### src/rtl/beam_accumulator.sv
// beam_accumulator
// ----------------
// Sums one snapshot of N_ELEM weighted element samples (complex, signed W-bit
// I/Q) into one beamformed output sample. The sum is saturated back to W bits
// at the input scale. There is no rounding and no shift.
//
// Ports
//   clk        sole clock, rising edge
//   rst        synchronous active-high reset
//   in_valid   in_I/in_Q carry one element sample this cycle
//   in_sync    this cycle's sample is element 0 (realigns the counter)
//   in_I/in_Q  signed weighted element sample, W bits each
//   out_valid  one-cycle pulse: out_I/out_Q/out_sat are valid
//   out_I/Q    signed saturated beam sum; holds between pulses
//   out_sat    either component clipped (only with out_valid)
//   elem_idx   index of the next element expected (equals the counter)
module beam_accumulator #(
  parameter int N_ELEM = 4,
  parameter int W      = 18,
  parameter int ACC_W  = 23,
  localparam int IDX_W = (N_ELEM > 1) ? $clog2(N_ELEM) : 1
) (
  input  logic                clk,
  input  logic                rst,
  input  logic                in_valid,
  input  logic                in_sync,
  input  logic signed [W-1:0] in_I,
  input  logic signed [W-1:0] in_Q,
  output logic                out_valid,
  output logic signed [W-1:0] out_I,
  output logic signed [W-1:0] out_Q,
  output logic                out_sat,
  output logic [IDX_W-1:0]    elem_idx
);

  localparam logic signed [ACC_W-1:0] sat_max = ACC_W'((64'sd1 <<< (W - 1)) - 64'sd1);
  localparam logic signed [ACC_W-1:0] sat_min = -sat_max - ACC_W'(1);
  localparam logic [IDX_W-1:0]        last_idx = IDX_W'(N_ELEM - 1);

  logic signed [ACC_W-1:0] acc_I, acc_Q;
  logic [IDX_W-1:0]        cnt;

  logic signed [ACC_W-1:0] ext_I, ext_Q;
  logic signed [ACC_W-1:0] sum_I, sum_Q;
  logic signed [W-1:0]     sat_I, sat_Q;
  logic                    clip_I, clip_Q;
  logic                    start_elem, last_elem;

  assign ext_I = ACC_W'(in_I);
  assign ext_Q = ACC_W'(in_Q);
  assign sum_I = acc_I + ext_I;
  assign sum_Q = acc_Q + ext_Q;

  // A sync always restarts the snapshot, even on what would have been the
  // last element, so sync takes priority over completion.
  assign start_elem = in_sync || (cnt == '0);
  assign last_elem  = !start_elem && (cnt == last_idx);

  // Single-adder, single-compare saturation of the full-width sum.
  always_comb begin
    // NOTE: every always_comb output gets a default first so no path can
    // leave it unassigned and infer a latch.
    sat_I  = sum_I[W-1:0];
    sat_Q  = sum_Q[W-1:0];
    clip_I = 1'b0;
    clip_Q = 1'b0;
    if (sum_I > sat_max) begin
      sat_I  = sat_max[W-1:0];
      clip_I = 1'b1;
    end else if (sum_I < sat_min) begin
      sat_I  = sat_min[W-1:0];
      clip_I = 1'b1;
    end
    if (sum_Q > sat_max) begin
      sat_Q  = sat_max[W-1:0];
      clip_Q = 1'b1;
    end else if (sum_Q < sat_min) begin
      sat_Q  = sat_min[W-1:0];
      clip_Q = 1'b1;
    end
  end

  // NOTE: sequential state uses non-blocking assignments so every register
  // samples pre-edge values regardless of statement order.
  always_ff @(posedge clk) begin
    if (rst) begin
      acc_I     <= '0;
      acc_Q     <= '0;
      cnt       <= '0;
      out_valid <= 1'b0;
      out_I     <= '0;
      out_Q     <= '0;
      out_sat   <= 1'b0;
    end else begin
      out_valid <= 1'b0;
      out_sat   <= 1'b0;
      if (in_valid) begin
        if (start_elem) begin
          // Load rather than add: discards any partial snapshot.
          acc_I <= ext_I;
          acc_Q <= ext_Q;
          cnt   <= IDX_W'(1);
        end else if (last_elem) begin
          // Accumulator is left stale; the next accepted sample loads it.
          out_I     <= sat_I;
          out_Q     <= sat_Q;
          out_sat   <= clip_I || clip_Q;
          out_valid <= 1'b1;
          cnt       <= '0;
        end else begin
          acc_I <= sum_I;
          acc_Q <= sum_Q;
          cnt   <= cnt + 1'b1;
        end
      end
    end
  end

  assign elem_idx = cnt;

endmodule

### config.mk
export PLATFORM = sky130hd
export DESIGN_NAME = beam_accumulator
export DESIGN_NICKNAME = d
export VERILOG_FILES = /design/src/rtl/beam_accumulator.sv
export SDC_FILE = /design/constraint.sdc
export NUM_CORES = 1
export LEC_CHECK = 0
export CORE_UTILIZATION = 31
export DETAILED_ROUTE_END_ITERATION = 8
export GPL_ROUTABILITY_DRIVEN = 0
export PLACE_DENSITY = 0.52
export SLEW_MARGIN = 10
export SYNTH_ARGS = -nofsm -noshare
export SYNTH_HDL_FRONTEND = slang
export SYNTH_SLANG_ARGS = --single-unit
### constraint.sdc
create_clock -name clk -period 4.21 [get_ports clk]
set_input_delay 1.0525 -clock clk [delete_from_list [all_inputs] [get_ports clk]]
set_output_delay 1.0525 -clock clk [all_outputs]
set_load 0.02 [all_outputs]
After elaboration in Yosys (flattened, before gate mapping)
Index checks and enable logic that the tools add are counted.
Word-level totals
  register bits: 86
  input port bits: 40
  output and inout port bits: 40
  logic and storage cells: 43
Cells by class
  add/subtract/negate cells: 3
  magnitude comparators: 4
  equality and inequality tests: 2
  multiplexer cells: 15
  bitwise operators: 3
  reduce and logical (&&, ||, !) cells: 9
Operators with widths (count)
  $mux W23: 4
  $mux W18: 4
  $add A23 B18 Y23: 2
  $gt A23 B18 Y1 const B: 2
  $lt A23 B18 Y1 const B: 2
  $mux W1: 5
  $mux W2: 2
  $reduce_or A4 Y1: 1
  $not A1 Y1: 3
  $reduce_and A3 Y1: 1
  $reduce_or A3 Y1: 1
  $add A2 B1 Y2 const B: 1
  $eq A2 B2 Y1 const B: 1
  $logic_not A2 Y1: 1
  $logic_or A1 B1 Y1: 2
  $ne A2 B2 Y1 const B: 1
  $reduce_and A2 Y1: 1
  $logic_and A1 B1 Y1: 1
  $logic_not A1 Y1: 1

Logic depth before layout (Yosys ltp)
  depth in word-level cells: 6
  gate-level depth with buffers: 14
  mapped depth without buffers: 12

Worst setup path after synthesis
No wires, ideal clock.
  path type: in2reg
  from: input port in_Q[0]
  to: register out_Q[11]
  setup time: 80 ps
  arrival: 3637 ps
  data required time: 4130 ps
  path slack: 492 ps
  stages: 13
  buffers on the path: 1
  cell sequence: ha_1 -> inv_1 -> fa_1 -> nand2b_1 -> a21oi_1 -> o21ai_0 -> a2111oi_1 -> or4_2 -> nand3_1 -> o41ai_4 -> buf_6 -> nand2_1 -> a211oi_2
Between the ends
  word-level cells in the longest chain between the ends: 4
  elaborated cells on any way between the ends: 5
  those cells by class: add/sub: 1; order compare: 2; mux: 2
RTL lines
  from (decl): line 28  | input logic signed [W-1:0] in_Q,
  $add A23 B18 Y23 *: line 52  | assign sum_Q = acc_Q + ext_Q;
  $lt A23 B18 Y1: line 77  | end else if (sum_Q < sat_min) begin
  $mux W18: line 77
  $mux W18 *: line 74  | if (sum_Q > sat_max) begin
  to (signal assigned): line 106  | out_Q <= sat_Q;
  to (decl): line 31  | output logic signed [W-1:0] out_Q,
Every way passes the cells marked *; elsewhere a longest branch is shown, timed or not.
A chain may end at the register's enable or synchronous reset.

Final worst setup path
  from: input port in_Q[0]
  to: register out_Q[4]
The elaborated chain is that of the path after synthesis.

==> run summary <==
Switch Pwr: 0.8410 mW
Synth Area in Compound Gates: 28.80%
Syn Nets: 874
Clock Latency Late Sink: 0.34 ns
Aggregate global-route resource usage: 18.12%
Mux cell area share after synthesis: 0.8585%
Main synth FF type: dfxtp_1
Internal power: 1.844 mW
Worst slew pin tran: 0.8025 ns
Clock power share: 34.7%
Initial Util: 31.55%
CP delay by family, top: compound AO/OA/AOI/OAI gates
Period minus WS final: 3.961 ns
Final nets: 1001
Synth Area in Simple Gates: 22.67%
Leakage power: 3.285 nW
Startpoint types: primary input
Switching share of power: 31.32%
Die W: 142.5 microns
Worst Skew: 0.008044 ns
Drt initial violations: 310
Post-DRT Antenna Nets: 0
Ports: 80
WL per Instance: 14.76 microns
Netlist Area Pre-Place: 6121 sq um
Number of fillers in the final layout: 2014
First-pass GRT wire length: 29.15 mm
Flop and latch count out of synthesis: 86
Final std cells w/o fill: 1182
Die area: 20310 sq um
Post-synthesis adder-cell area fraction: 10.06%
Crit path DAT: 4.17 ns
Sequential fraction of design power: 32.4%
Crit path buf inv count: 4
Via density: 5.032
Share of layout cells above drive strength 1: 15.49%
Combinational power share: 32.9%
Final setup vio count: 0
Final slew viol count: 0
Multi-input combinational cell area: 4161 sq um
Count leader, synth: nand2_1
# clock sinks: 86
Slew margin rel.: 46.50%
ANT cells: 0
Syn avg cell area: 7.787 sq um
Crit-path max FO: 17
CTS buffer count: 9
Register area share after synthesis: 28.13%
Post-synthesis xor/xnor area fraction: 5.131%
Slowest cell on crit path: clkdlybuf4s50_1
Max clock buf depth: 2
Final wirelength: 17.45 mm
Status: finished clean
Max-Cap Viols: 0
Vias: 5948
TritonCTS clock tree: built
Achievable Freq: 252.5 MHz
Layout area overhead: 31.99%
Die extent in y: 142.5 microns
Top cells by count, synth: 115 x nand2_1, 110 x nor2_1, 86 x dfxtp_1
CP required: 4.42 ns
GRT Residual Overflow: 0
Port bufs: 79
Hold Path Class: register to register
Power Total: 2.685 mW
Antenna violations before repair: 0
DRT Pass-1 Iters: 4
Hold Buf Count CTS: 0
Combinational family with the most area after synthesis: compound AO/OA/AOI/OAI gates
Vias in the first global route: 5829
Reg area: 1722 sq um
Post-synth EDFFs: 0
CP endpoint kind: register
RSZ-0062 raised after global routing: false
CTS Root Cell: clkbuf_16
Largest area contributor in the netlist: dfxtp_1
DP Wirelength: 12.60 mm
DRC: 0
Yosys Warn Count: 0
Final hold violations: 0
Period utilization: 94.08%
Crit path largest cell delay: 0.50 ns
Crit path kind: primary input to register
Fraction of registers with async set/reset: 0%
Peak VDD IR: 195.2 uV
Count of different cell masters after synthesis: 77
Cells along the critical path: clkdlybuf4s50_1 -> ha_1 -> inv_1 -> fa_1 -> nand2b_1 -> a21oi_2 -> buf_4 -> o2111ai_1 -> a211oi_1 -> and4b_2 -> a21oi_1 -> and4_2 -> o21a_1 -> buf_12 -> a211oi_1
Power Density: 332.4 nW/um^2
Top area cells in the synthesized netlist: dfxtp_1 28%, ha_1 9.4%, nand2_1 7.1%, nor2_1 6.7%, a21oi_1 4.7%
# rows: 51
Largest net degree at the start of global routing: 44
Core footprint: 19400 sq um
H-tree Lvls: 3
DP Cell Count: 1166
Post-synth top area share: 28.13%
Clk slew on worst S/H paths: 0.06 ns
Cell repeated most along the worst path: a211oi_1
Mapped Cells: 786
-- final cells by class --
class,count,area share (%)
well taps,265,4.104
flip-flops and latches,86,21.31
clock buffers,11,3.004
repair buffers,160,18.06
clock inverters,4,1.177
multi-input cells,638,51.51
inverters,18,0.8363
-- path summary, 6_finish.rpt --
| path | from | depth (start not counted) | slack, ns | endpoint |
|---|---|---|---|---|
| worst max-delay path | in_Q[0] | 15 | 0.25 | out_Q[4] |
| worst max register to register | acc_I[8] | 14 | 1.10 | out_I[16] |
| worst min register to register | acc_I[12] | 2 | 0.46 | acc_I[12] |
| worst min-delay path | acc_I[12] | 2 | 0.46 | acc_I[12] |
-- power groups by stage --
stage | Combinational [mW] | Clock [mW] | Sequential (mW)
floorplan | 0.568 | 0 | 0.884
global placement | 0.884 | 0 | 0.888
detailed placement | 0.879 | 0 | 0.888
CTS | 0.887 | 0.959 | 0.870
global route | 0.985 | 0.984 | 0.873
finish | 0.883 | 0.932 | 0.870
-- sequential cells by signal, summed over array words and instances (netlist names) --
signal     count
acc_I         23
acc_Q         23
elem_idx       2
out_I         18
out_Q         18
out_sat        1
out_valid      1
-- per-layer routing --
layer,GRT usage [%],vias up,part of all wire (%)
li1,-,3098,-
met1,22.93,2739,48
met2,31.73,95,47
met3,2.793,16,3.4
met4,4.867,0,1.4
met5,0,-,0
-- cells by family after synthesis --
family	count (synthesis)
and+or+nand+nor	307
DFF	86
buffers and inverters	62
muxes	5
adders and majority gates	48
AOI/OAI and AO/OA	243
xor gates and xnor gates	35
-- tightest hold or removal path, cell delays in order (launching register included) --
cell and delay, ns:
dfxtp_1 0.31, nand2_1 0.05, a21oi_1 0.05
-- layout by cell type, fill, tap and decap left out, types with 4 or more instances in the layout --
cell type          n
a211oi_1          34
a211oi_2          12
a21o_1            13
a21oi_1           57
a311oi_1          22
a31oi_1            4
and2_1             4
and3_1            10
buf_12             5
buf_4             77
clkbuf_16          9
clkdlybuf4s50_1   78
dfxtp_1           86
ha_1              46
inv_1             18
nand2_1          115
nand2b_1           9
nand3_1           15
nor2_1           109
nor2b_1            9
nor3_1            10
o211ai_1           7
o21a_1             7
o21ai_0           39
o21bai_1           4
o22ai_1            7
xnor2_1           20
xor2_1            14
-- per-stage QoR --
stage | area [sq um] | utilization [%] | setup WS [ns] | TNS (ns) | hold WS, ns
4_1_cts | 8051 | 41.51 | 0.1212 | 0 | 0.4607
5_1_grt | 8079 | 41.65 | 0.007752 | 0 | 0.4933
3_5_place_dp | 7714 | 39.76 | -0.2079 | -6.031 | 0.4535
6_report | 8079 | 41.65 | 0.2493 | 0 | 0.4617
3_3_place_gp | 7714 | 39.76 | -0.1997 | -5.004 | 0.4474
2_1_floorplan | 6121 | - | 0.4922 | 0 | 0.4356
-- what timing repair did --
item,in CTS,in global routing
endpoints found under the setup margin,0,35
resized for setup,0,5
buffers inserted,0,1
(Power assumes the default switching activity.)
